`src/rtl/lcg_sample_loader.sv`:
```
// Deframes SYNC + 3*BPW payload + XOR checksum into three verified sample words.
// Latency: outputs and pulses update one cycle after the checksum byte; no backpressure.
module lcg_sample_loader #(
  parameter int unsigned WIDTH   = 32,
  parameter logic [7:0]  SYNC    = 8'hA5,
  parameter int unsigned TIMEOUT = 16000
) (
  input  logic             CLK,
  input  logic             RST,
  input  logic             clear,
  input  logic [7:0]       rx_data,
  input  logic             rx_valid,
  output logic [WIDTH-1:0] expected_v0,
  output logic [WIDTH-1:0] expected_v1,
  output logic [WIDTH-1:0] expected_v2,
  output logic             valid,
  output logic             start,
  output logic             err_checksum,
  output logic             err_timeout
);

  localparam int unsigned BPW    = WIDTH / 8;
  localparam int unsigned NBYTES = 3 * BPW;
  localparam int unsigned IDXW   = $clog2(NBYTES);
  localparam int unsigned TMOW   = $clog2(TIMEOUT);
  localparam logic [IDXW-1:0] LAST_IDX = IDXW'(NBYTES - 1);
  localparam logic [TMOW-1:0] TMO_LAST = TMOW'(TIMEOUT - 1);

  typedef enum logic [1:0] {HUNT, PAYLOAD, CHECK} state_t;

  state_t                 state, state_nxt;
  logic [IDXW-1:0]        idx;
  logic [7:0]             csum;
  logic [TMOW-1:0]        tmo_cnt;
  logic [NBYTES-1:0][7:0] shadow;

  logic accept;
  logic sync_hit;
  logic pay_wr;
  logic load;
  logic cs_bad;
  logic tmo_fire;

  // clear drops any byte presented in the same cycle
  assign accept = rx_valid && !clear;

  always_ff @(posedge CLK or posedge RST) begin
    if (RST) state <= HUNT;
    else     state <= state_nxt;
  end

  always_comb begin
    state_nxt = state;
    sync_hit  = 1'b0;
    pay_wr    = 1'b0;
    load      = 1'b0;
    cs_bad    = 1'b0;
    tmo_fire  = 1'b0;
    unique case (state)
      HUNT: begin
        if (accept && rx_data == SYNC) begin
          sync_hit  = 1'b1;
          state_nxt = PAYLOAD;
        end
      end
      PAYLOAD: begin
        if (accept) begin
          pay_wr = 1'b1;
          if (idx == LAST_IDX) state_nxt = CHECK;
        end else if (!clear && tmo_cnt == TMO_LAST) begin
          tmo_fire  = 1'b1;
          state_nxt = HUNT;
        end
      end
      CHECK: begin
        if (accept) begin
          state_nxt = HUNT;
          if (rx_data == csum) load   = 1'b1;
          else                 cs_bad = 1'b1;
        end else if (!clear && tmo_cnt == TMO_LAST) begin
          tmo_fire  = 1'b1;
          state_nxt = HUNT;
        end
      end
      default: state_nxt = HUNT;
    endcase
    if (clear) state_nxt = HUNT;
  end

  always_ff @(posedge CLK or posedge RST) begin
    if (RST) begin
      idx          <= '0;
      csum         <= '0;
      tmo_cnt      <= '0;
      shadow       <= '0;
      expected_v0  <= '0;
      expected_v1  <= '0;
      expected_v2  <= '0;
      valid        <= 1'b0;
      start        <= 1'b0;
      err_checksum <= 1'b0;
      err_timeout  <= 1'b0;
    end else begin
      start        <= load;
      err_checksum <= cs_bad;
      err_timeout  <= tmo_fire;

      if (clear || sync_hit) begin
        idx  <= '0;
        csum <= '0;
      end else if (pay_wr) begin
        idx  <= idx + 1'b1;
        csum <= csum ^ rx_data;
      end

      if (pay_wr) shadow[idx] <= rx_data;

      // counter idles at zero in HUNT so entry to PAYLOAD starts from zero
      if (clear || accept || tmo_fire || state == HUNT) tmo_cnt <= '0;
      else                                              tmo_cnt <= tmo_cnt + 1'b1;

      if (clear) begin
        valid <= 1'b0;
      end else if (load) begin
        valid       <= 1'b1;
        expected_v0 <= shadow[BPW-1:0];
        expected_v1 <= shadow[2*BPW-1:BPW];
        expected_v2 <= shadow[3*BPW-1:2*BPW];
      end
    end
  end

endmodule
```
`config.mk`:
```
export PLATFORM = sky130hd
export DESIGN_NAME = lcg_sample_loader
export DESIGN_NICKNAME = d
export VERILOG_FILES = /design/src/rtl/lcg_sample_loader.sv
export SDC_FILE = /design/constraint.sdc
export NUM_CORES = 1
export LEC_CHECK = 0
export ABC_AREA = 1
export CORE_MARGIN = 8
export CORE_UTILIZATION = 25
export DETAILED_ROUTE_END_ITERATION = 6
export GPL_TIMING_DRIVEN = 0
export PLACE_DENSITY = 0.48
export RECOVER_POWER = 50
export SETUP_SLACK_MARGIN = 0.2
export SLEW_MARGIN = 10
export SYNTH_ARGS = -nofsm -noshare
export SYNTH_HDL_FRONTEND = slang
export SYNTH_SLANG_ARGS = --single-unit
```
`constraint.sdc`:
```
create_clock -name CLK -period 8.4 [get_ports CLK]
set_input_delay 0.84 -clock CLK [delete_from_list [all_inputs] [get_ports CLK]]
set_output_delay 0.84 -clock CLK [all_outputs]
set_load 0.01 [all_outputs]
```
==> impl_summary.txt, run 1 <==
----------------------------------------------------
[Global route]
  Number of global-route vias before repair ... 7305
  Total global routing overflow ... 0
  Pin count of the biggest net entering global routing ... 94
  Wire length of the first global-routing pass ... 43600 microns
  GR Util All Layers ... 12.4%
  Number of antenna violations at the first check in global routing ... 0

[Worst setup path]
  Worst flop-to-flop path startpoint ... state[1]
  End of the critical path ... expected_v1[26]
  Endpoint of the lowest-slack register-to-register path ... shadow[38]
  Nature of the critical path endpoint ... async pin
  Startpoint class of the critical path ... input port
  Worst EP required ... 9070 ps
  Category of the most critical setup path ... in2async
  CP startpoint ... RST
  Largest fanout on the critical path ... 93
  Path depth of the worst reg2reg path ... 7
  Reg2reg setup slack ... 5760 ps
  Worst Path Arrival ... 4020 ps

[Final layout]
  Count of antenna diodes in the layout ... 0
  Share of the core filled with cells ... 32.5%
  Fraction of layout cells with a size suffix above 1 ... 7.07%
  Number of fillers in the final layout ... 3827
  Commonest cells after routing, fill and taps aside ... nand2_1, dfrtp_1, nor2_1
  Most common cell after layout, fill and taps aside ... nand2_1
  Area added between synthesis and finish ... 28.2%
  Final Net Count ... 1150
  Layout Cells excl Fill ... 1614

[Logic synthesis]
  Part of the Yosys area used for sequential elements ... 60.4%
  Synthesized-area fraction occupied by xor and xnor cells ... 1.79%
  Post-synth top area cell ... dfrtp_1
  Fraction of the mapped netlist area in compound gates ... 6.11%
  Multiplexer area fraction after synthesis ... 0%
  Area share of fa/ha/maj cells after synthesis ... 1.21%
  Synth Net Count ... 1010
  Mapped Cells ... 989
  Avg Synthesized Cell Area ... 9.39 sq um
  Flip-flop and latch count after synthesis ... 224
  Top-area cell type share of the netlist area ... 60.4%
  Number of warnings reported in the yosys synthesis log ... 0
  Main combinational cell family by area after synthesis ... simple AND/OR/NAND/NOR gates
  Largest cells by area after synthesis ... dfrtp_1, nand2_1, nand4_1
  Netlist area before placement ... 0.00928 sq mm
  Number of library cell types mapped by synthesis ... 26
  Simple-gate portion of the synthesized area ... 25.4%

[Routing]
  Final routed DRC violation total ... 0
  Number of nets with antenna violations after detailed routing ... 0
  First drt pass iteration count ... 4
  Routed via count ... 7108
  Routed via count divided by cell count ... 4.40
  Detailed-route wire length ... 26900 microns
  Post-detailed-route wirelength per cell ... 16.7 microns
  DRT iter0 DRCs ... 398

[STA]
  Final Max Slew Viols ... 69
  Final critical-path required period ... 3360 ps
  Achievable frequency ... 0.298 GHz
  Worst setup skew after layout ... 14.3 ps
  RSZ-0062 raised after global routing ... no
  Slew at the pin with the worst max-slew slack ... 3150 ps
  Hold Fails Final Rpt ... 0
  Post-route fraction of the period consumed by the critical path ... 40.0%
  Headroom to the max-slew limit ... -111%
  Final count of negative-setup-slack endpoints ... 0

[Run]
  Number of maximum-capacitance violations ... 1

[Clocking]
  Num CTS Buffers ... 25
  Post-CTS Setup Inserts ... 0
  Register clock-pin slew on the reported worst setup and hold paths ... 60 ps
  Level count of the clock H-tree ... 1
  Maximum number of buffers from clock root to sink ... 3
  CTS Hold Bufs ... 0
  Gates resized, CTS repair ... 0
  CTS tree ... done
  Clock latency on the worst-skew pair ... 520 ps
  # clock sinks ... 224
  Clock root buffer ... clkbuf_16

[Pwr]
  Combinational cell fraction of total power ... 7.8%
  Total leakage power ... 5.78 nW
  Sw frac ... 23.6%
  Part of the total power dissipated in the clock network ... 47.0%
  Internal power ... 1.94 mW
  Power density over the cells ... 214 mW/mm^2
  Peak VDD IR ... 0.0975 mV
  Sw power ... 0.601 mW
  Sequential share of power ... 45.2%
  Post-route total power ... 2.54 mW

[Floorplan]
  Horizontal extent of the die ... 209 microns
  Starting density of the core ... 25.4%
  Site row count ... 70
  Die ar. ... 0.0436 sq mm
  Area of the placeable core ... 0.0366 sq mm
  I/O pin total ... 112
  Height of the chip ... 209 microns

[Run status]
  Violated checks ... capacitance limit, slew limit
  Result of the run ... finished, violations left

[Placed design]
  Post-detailed-placement half-perimeter wirelength ... 18600 microns
  Weighted congestion at the end of routability-driven global placement ... 0.777
  Count of input and output buffers ... 111
  Post-placement cell count ... 1570

[Min path]
  Class of the worst hold path ... reg2reg

----------------------------------------------------
## layout make-up
class	instances	area, sq um	area share (%)
sequential	224	5610	47.1
buffer	65	307	2.58
multi-input combinational	660	3180	26.7
clock buffer	35	733	6.16
clock inverter	9	173	1.45
tap	468	586	4.92
inverter	40	151	1.27
timing repair buffer	113	1170	9.80
## per-stage QoR
| step | hold WS [ps] | cell area [sq um] | setup TNS, ps | setup WS, ps |
|---|---|---|---|---|
| after floorplan | 433 | 9280 | 0 | 1430 |
| after global placement | 449 | 11000 | -438330 | -1980 |
| after detailed placement | 458 | 11000 | 0 | 4820 |
| after CTS | 466 | 11900 | 0 | 5360 |
| after global routing | 475 | 11900 | 0 | 4470 |
| final | 464 | 11900 | 0 | 5040 |
## sequential cells by signal, indices dropped and copies added, names as in the netlist
signal / count
expected_v0: 32
expected_v2: 32
valid: 1
start: 1
tmo_cnt: 14
idx: 4
csum: 8
err_checksum: 1
err_timeout: 1
shadow: 96
state: 2
expected_v1: 32
## cells by family after synthesis
family	count (synthesis)
AOI/OAI and AO/OA	111
xor gates and xnor gates	19
adders and majority gates	9
buffers and inverters	105
DFF	224
and+or+nand+nor	521
## worst max-delay path, stage by stage
cell	delay, ps
dlygate4sd3_1	550
clkinvlp_2	1760
buf_16	420
buf_16	350
## per-layer routing
metal | GRT usage [%] | vias up | part of all wire (%)
met2 | 20.0 | 118 | 46
met3 | 3.25 | 24 | 6.0
met4 | 2.41 | 0 | 1.2
met1 | 16.7 | 3431 | 47
met5 | 0 | - | 0
li1 | - | 3535 | -
## power groups by stage
| stage | sequential [mW] | clock (mW) | combinational (mW) |
|---|---|---|---|
| finish | 1.15 | 1.19 | 0.199 |
| global route | 1.16 | 1.29 | 0.229 |
| global placement | 1.17 | 0 | 0.200 |
| CTS | 1.15 | 1.23 | 0.207 |
| floorplan | 1.16 | 0 | 0.145 |
| detailed placement | 1.17 | 0 | 0.207 |
## how the worst min path moves through the flow
stage	slack, ps	end	cells after the start	start
2_1_floorplan	430	tmo_cnt[0]	1	tmo_cnt[0]
3_3_place_gp	450	tmo_cnt[0]	1	tmo_cnt[0]
3_5_place_dp	460	tmo_cnt[0]	1	tmo_cnt[0]
4_1_cts	470	tmo_cnt[0]	1	tmo_cnt[0]
5_1_grt	480	tmo_cnt[0]	1	tmo_cnt[0]
6_report	460	expected_v0[26]	2	expected_v0[26]
## Yosys cell counts
master	instances
nand3_2	1
xnor2_1	10
nand2_1	259
buf_2	12
xor2_1	9
nor3_1	4
o21ai_1	17
nand4_1	97
inv_1	35
nor3_4	9
and3_1	1
o21ai_2	1
nor2_1	131
o21bai_1	1
buf_4	11
clkbuf_1	37
dfrtp_1	224
ha_1	9
nor2_4	1
a21oi_1	90
inv_2	5
buf_6	3
buf_1	2
nor2_2	4
nand3_1	14
a21boi_1	2
Note: power is estimated with default switching activity, not from simulation.
==> run 2, diff against run 1 <==
clock period = 3.1 ns   (was 8.4 ns; I/O delays follow)
==> run 2 against run 1 <==
The flow still finishes with violations (capacitance limit, slew limit). Global-route usage about the same. Setup slack got worse by 4400 ps. Clock-buffer cell count down 1. Core utilization barely moved. Design area increased by 0.13%. Wire length is 0.22% higher. Critical endpoint is now csum[0]. Largest power group is now registers.
==> impl_summary.txt, run 2 (same netlist as run 1, synthesis figures left out) <==
----------------------------------------------------
[Final layout]
  Fraction of layout cells with a size suffix above 1 ... 7.57%
  Layout Cells excl Fill ... 1618
  Flip-flop count of the largest register, all copies and words added ... 96
  Most common cell after layout, fill and taps aside ... nand2_1
  Count of antenna diodes in the layout ... 0
  Register bank with the most flops ... shadow
  Area added between synthesis and finish ... 28.3%
  Final Net Count ... 1154
  Commonest cells after routing, fill and taps aside ... nand2_1, dfrtp_1, nor2_1

[Clocking]
  Num CTS Buffers ... 24
  Clock latency on the worst-skew pair ... 520 ps
  Post-CTS Setup Inserts ... 0
  Register clock-pin slew on the reported worst setup and hold paths ... 60 ps
  CTS Hold Bufs ... 0
  Clock root buffer ... clkbuf_16
  Gates resized, CTS repair ... 0
  Maximum number of buffers from clock root to sink ... 3
  Level count of the clock H-tree ... 1
  CTS tree ... done
  # clock sinks ... 224

[Routing]
  Post-detailed-route wirelength per cell ... 16.7 microns
  Routed via count ... 7102
  Final routed DRC violation total ... 0
  First drt pass iteration count ... 4
  Met2 routed WL ... 12300 microns
  DRT iter0 DRCs ... 521
  Routed via count divided by cell count ... 4.39
  Number of nets with antenna violations after detailed routing ... 0
  Routed met1 length ... 12600 microns
  Wire length on met3 ... 1520 microns
  Top Metal Used ... met4
  Detailed-route wire length ... 27000 microns

[Floorplan]
  Height of the chip ... 209 microns
  Die ar. ... 0.0436 sq mm
  Starting density of the core ... 25.4%
  Horizontal extent of the die ... 209 microns
  I/O pin total ... 112
  Area of the placeable core ... 0.0366 sq mm
  Site row count ... 70

[STA]
  Setup TNS after final layout ... 0 ps
  Achievable frequency ... 0.400 GHz
  Post-route fraction of the period consumed by the critical path ... 80.7%
  Hold Fails Final Rpt ... 0
  RSZ-0062 raised after global routing ... no
  Final critical-path required period ... 2500 ps
  Final Max Slew Viols ... 88
  Final count of negative-setup-slack endpoints ... 0
  Headroom to the max-slew limit ... -19.8%
  Worst setup skew after layout ... 16.0 ps
  Slew at the pin with the worst max-slew slack ... 1800 ps

[Worst setup path]
  Nature of the critical path endpoint ... flip-flop
  Worst EP required ... 3480 ps
  Category of the most critical setup path ... reg2reg
  Startpoint class of the critical path ... flip-flop
  Worst flop-to-flop path startpoint ... state[0]
  Largest fanout on the critical path ... 10
  Endpoint of the lowest-slack register-to-register path ... csum[0]
  Worst Path Arrival ... 2890 ps
  Path depth of the worst reg2reg path ... 8
  Reg2reg setup slack ... 600 ps

[Global route]
  Total global routing overflow ... 0
  GR Util All Layers ... 12.4%
  Wire length of the first global-routing pass ... 43600 microns
  Number of antenna violations at the first check in global routing ... 0
  Number of global-route vias before repair ... 7364
  Pin count of the biggest net entering global routing ... 38

[Run]
  Number of maximum-capacitance violations ... 3

[Pwr]
  Total leakage power ... 5.86 nW
  Post-route total power ... 6.75 mW
  Power density over the cells ... 567 mW/mm^2
  Peak VDD IR ... 0.291 mV

[Placed design]
  Weighted congestion at the end of routability-driven global placement ... 0.785
  Post-detailed-placement half-perimeter wirelength ... 19100 microns
  Post-placement cell count ... 1575
  Count of input and output buffers ... 111

[Min path]
  Class of the worst hold path ... in2async

[Run status]
  Violated checks ... capacitance limit, slew limit
  Result of the run ... finished, violations left

----------------------------------------------------
-- run 2: changes by cell type in the layout (fill, tap and decap cells not counted), moves of 2 or more --
cell,previous run,this run
dlygate4sd3_1,23,42
clkbuf_1,44,46
clkbuf_8,7,4
buf_4,9,11
buf_16,2,0
nor3_4,7,9
o21ai_0,4,1
buf_12,0,4
o21ai_1,14,17
clkdlybuf4s50_1,88,69
nor3_1,6,4
-- run 2: final cells by class --
type                            instances  area (sq um)
Fill cell                            3846         24700
Sequential cell                       224          5610
Multi-Input combinational cell        660          3200
Timing Repair Buffer                  118          1200
Clock buffer                           34           699
Tap cell                              468           586
Buffer                                 65           315
Clock inverter                          9           151
Inverter                               40           151
-- run 2: metrics by stage --
| stage | hold WS [ps] | instance area, sq um | setup WS [ps] | utilization [%] |
|---|---|---|---|---|
| 4_1_cts | 137 | 12000 | 574 | 32.7 |
| 2_1_floorplan | 433 | 9290 | -134 | - |
| 3_5_place_dp | 453 | 11100 | 66.0 | 30.4 |
| 6_report | 288 | 11900 | 597 | 32.5 |
| 3_3_place_gp | 451 | 11000 | -2120 | 30.0 |
| 5_1_grt | 334 | 11900 | 319 | 32.5 |
-- run 2: worst max path at each step --
stage | to | slack (ps) | startpoint | depth (start not counted)
floorplan | csum[0] | -130 | RST | 1
global placement | expected_v1[26] | -2120 | RST | 2
detailed placement | expected_v0[12] | 70 | rx_data[0] | 8
CTS | expected_v0[7] | 570 | csum[0] | 7
global route | csum[0] | 320 | RST | 3
finish | csum[0] | 600 | state[0] | 8
-- run 2: layer usage --
| metal | vias to the layer above | GRT usage, % |
|---|---|---|
| met5 | - | 0 |
| met1 | 3401 | 17.0 |
| met4 | 0 | 2.92 |
| met3 | 31 | 3.13 |
| li1 | 3549 | - |
| met2 | 121 | 19.6 |
-- run 2: power by group --
| group | switching (mW) | internal (mW) | total [mW] | leakage, nW |
|---|---|---|---|---|
| Clock | 1.18 | 1.90 | 3.09 | 0.415 |
| Sequential | 0.0694 | 3.04 | 3.11 | 3.10 |
| Combinational | 0.383 | 0.167 | 0.551 | 2.35 |
-- run 2: critical path, cell delays in order (launching register included) --
cell	delay, ps
dfrtp_1	420
ha_1	230
nand2_1	80
clkbuf_1	830
buf_4	320
buf_2	230
nor2_1	70
a21oi_1	110
nor2_1	60
==> run 3, diff against run 2 <==
PLACE_DENSITY = 0.5   (was 0.48)
clock period = 2.28 ns   (was 3.1 ns; I/O delays follow)
==> run 3 against run 2 <==
The run now ends clean. Non-clock buffer count up 5. Sequential share of layout area down 0.63 points. Sequential power up 36%. First-iteration DRC count down 21%. Hold slack better by 120 ps. Wire length down 0.99%. Global-route usage down 0.33 points. Clock power up 39%. Clock-buffer cell count unchanged. Setup slack worse by 240 ps. Fmax up 30%. Final cell count up 0.43%. Critical path type unchanged.
==> impl_summary.txt, run 3 (same netlist as run 1, synthesis figures left out) <==
----------------------------------------------------
[Global route]
  Number of antenna violations at the first check in global routing ... 0
  Fraction of met2 tracks used by global routing ... 19.8%
  GR Layer Usage met3 ... 3.02%
  Gr busiest metal ... met2
  Total global routing overflow ... 0
  Wire length of the first global-routing pass ... 42400 microns
  Met1 demand-to-capacity share in global routing ... 16.0%
  Number of global-route vias before repair ... 7217
  GR Util All Layers ... 12.1%
  Pin count of the biggest net entering global routing ... 36

[Final layout]
  Count of antenna diodes in the layout ... 0
  Most common cell after layout, fill and taps aside ... nand2_1
  Number of fillers in the final layout ... 3778
  Register bank with the most flops ... shadow
  Area added between synthesis and finish ... 30.1%
  Flip-flop count of the largest register, all copies and words added ... 96
  Share of the core filled with cells ... 33.0%
  Layout Cells excl Fill ... 1625
  Storage element area ... 0.00561 sq mm
  Commonest cells after routing, fill and taps aside ... nand2_1, dfrtp_1, nor2_1
  Final Net Count ... 1160
  Fraction of layout cells with a size suffix above 1 ... 9.16%
  Multi-input logic area ... 0.00322 sq mm
  Post-route standard cell area excluding fillers ... 0.0121 sq mm

[Min path]
  Class of the worst hold path ... in2reg
  Start point of the worst hold path ... rx_data[2]
  Cell depth of the worst hold path ... 3
  End point of the most critical hold path ... shadow[90]

[Run status]
  Result of the run ... finished clean

[Routing]
  Number of nets with antenna violations after detailed routing ... 0
  Post-detailed-route wirelength per cell ... 16.4 microns
  First drt pass iteration count ... 4
  Final routed DRC violation total ... 0
  Routed via count divided by cell count ... 4.39
  DRT iter0 DRCs ... 411
  Routed via count ... 7140
  Detailed-route wire length ... 26700 microns

[Worst setup path]
  Worst flop-to-flop path startpoint ... csum[2]
  Worst Path Arrival ... 2370 ps
  Startpoint class of the critical path ... flip-flop
  Nature of the critical path endpoint ... flip-flop
  Endpoint of the lowest-slack register-to-register path ... expected_v1[7]
  Path depth of the worst reg2reg path ... 7
  Category of the most critical setup path ... reg2reg
  Worst EP required ... 2730 ps
  Reg2reg setup slack ... 360 ps
  Largest fanout on the critical path ... 10

[STA]
  Hold Fails Final Rpt ... 0
  Final Max Slew Viols ... 0
  Post-route fraction of the period consumed by the critical path ... 84.3%
  RSZ-0062 raised after global routing ... yes
  Headroom to the max-slew limit ... 8.23%
  Worst setup skew after layout ... 15.0 ps
  Final count of negative-setup-slack endpoints ... 0
  Achievable frequency ... 0.520 GHz
  Final Hold Slack ... 409 ps
  Slew at the pin with the worst max-slew slack ... 1370 ps
  Final critical-path required period ... 1920 ps

[Placed design]
  Weighted congestion at the end of routability-driven global placement ... 0.784
  Post-detailed-placement half-perimeter wirelength ... 18900 microns
  Post-placement cell count ... 1575
  Count of input and output buffers ... 111
  Post-place instance area ... 0.0111 sq mm

[Clocking]
  Register clock-pin slew on the reported worst setup and hold paths ... 60 ps
  Num CTS Buffers ... 25
  Clock latency on the worst-skew pair ... 520 ps
  CTS tree ... done
  Maximum number of buffers from clock root to sink ... 3
  Clock root buffer ... clkbuf_16
  # clock sinks ... 224
  CTS Hold Bufs ... 0
  Level count of the clock H-tree ... 1

[Floorplan]
  I/O pin total ... 112
  Site row count ... 70
  Height of the chip ... 209 microns
  Horizontal extent of the die ... 209 microns
  Starting density of the core ... 25.4%
  Die ar. ... 0.0436 sq mm
  Area of the placeable core ... 0.0366 sq mm

[Pwr]
  Sequential share of power ... 45.5%
  Total leakage power ... 5.97 nW
  Power density over the cells ... 771 mW/mm^2
  Post-route total power ... 9.31 mW
  Internal power ... 7.05 mW
  Peak VDD IR ... 0.348 mV
  Sw power ... 2.26 mW
  Combinational cell fraction of total power ... 8.4%
  Part of the total power dissipated in the clock network ... 46.1%
  Sw frac ... 24.3%

[Run]
  Number of maximum-capacitance violations ... 0

----------------------------------------------------
==> run 3: cell types whose count changed in the layout (fill, tap and decap cells not counted), moves of 2 or more <==
cell and delta:
clkbuf_1 -10, buf_4 +5, clkbuf_2 +4, clkdlybuf4s50_1 -3, dlygate4sd3_1 +3, buf_12 +2
clkbuf_8 +2, nor2_2 -2, nor2_4 +2
==> run 3: metal layers <==
| layer | share of wire (%) | vias to the layer above |
|---|---|---|
| li1 | - | 3554 |
| met1 | 46 | 3420 |
| met2 | 47 | 134 |
| met3 | 5.7 | 32 |
| met4 | 1.8 | 0 |
| met5 | 0 | - |
==> run 3: layout make-up <==
type	instances	area share, %
flip-flops and latches	224	46.4
multi-input cells	660	26.7
repair buffers	123	10.7
clock buffers	34	5.96
well taps	468	4.85
plain buffers	65	2.73
clock inverters	11	1.37
inverters	40	1.25
==> run 3: worst max path at each step <==
stage               start         endpoint  depth (start not counted)
2_1_floorplan         RST          csum[0]                          1
3_3_place_gp          RST  expected_v1[26]                          2
3_5_place_dp   rx_data[0]   expected_v2[6]                          9
4_1_cts          state[0]  expected_v2[14]                          8
5_1_grt           csum[4]   expected_v2[9]                          7
6_report          csum[2]   expected_v1[7]                          7
==> run 3: critical path: stages, from the launching register on <==
cell      delay [ps]
dfrtp_1          390
xnor2_1          180
nand2_1          120
nor2_4           240
buf_4            220
clkbuf_1         360
nand4_1          230
nand2_1          120
==> run 3: timing repair <==
action / 4_1_cts / 5_1_grt
pin swaps: 1 / 3
gates cloned: 0 / 0
endpoints found under the setup margin: 98 / 90
setup buffers: 0 / 5
resized for setup: 5 / 6
==> run 3: through the flow <==
stage	worst slack, ps	TNS (ps)
after global placement	-2780	-673260
after floorplan	-872	-195340
final	357	0
after global routing	192	0
after CTS	178	0
after detailed placement	-634	-52880
==> run 3: power groups by stage <==
stage / logic, mW / clock network, mW / registers, mW
floorplan: 0.537 / 0 / 4.28
global placement: 0.733 / 0 / 4.30
detailed placement: 0.783 / 0 / 4.30
CTS: 0.790 / 4.43 / 4.23
global route: 0.895 / 4.58 / 4.26
finish: 0.782 / 4.30 / 4.23
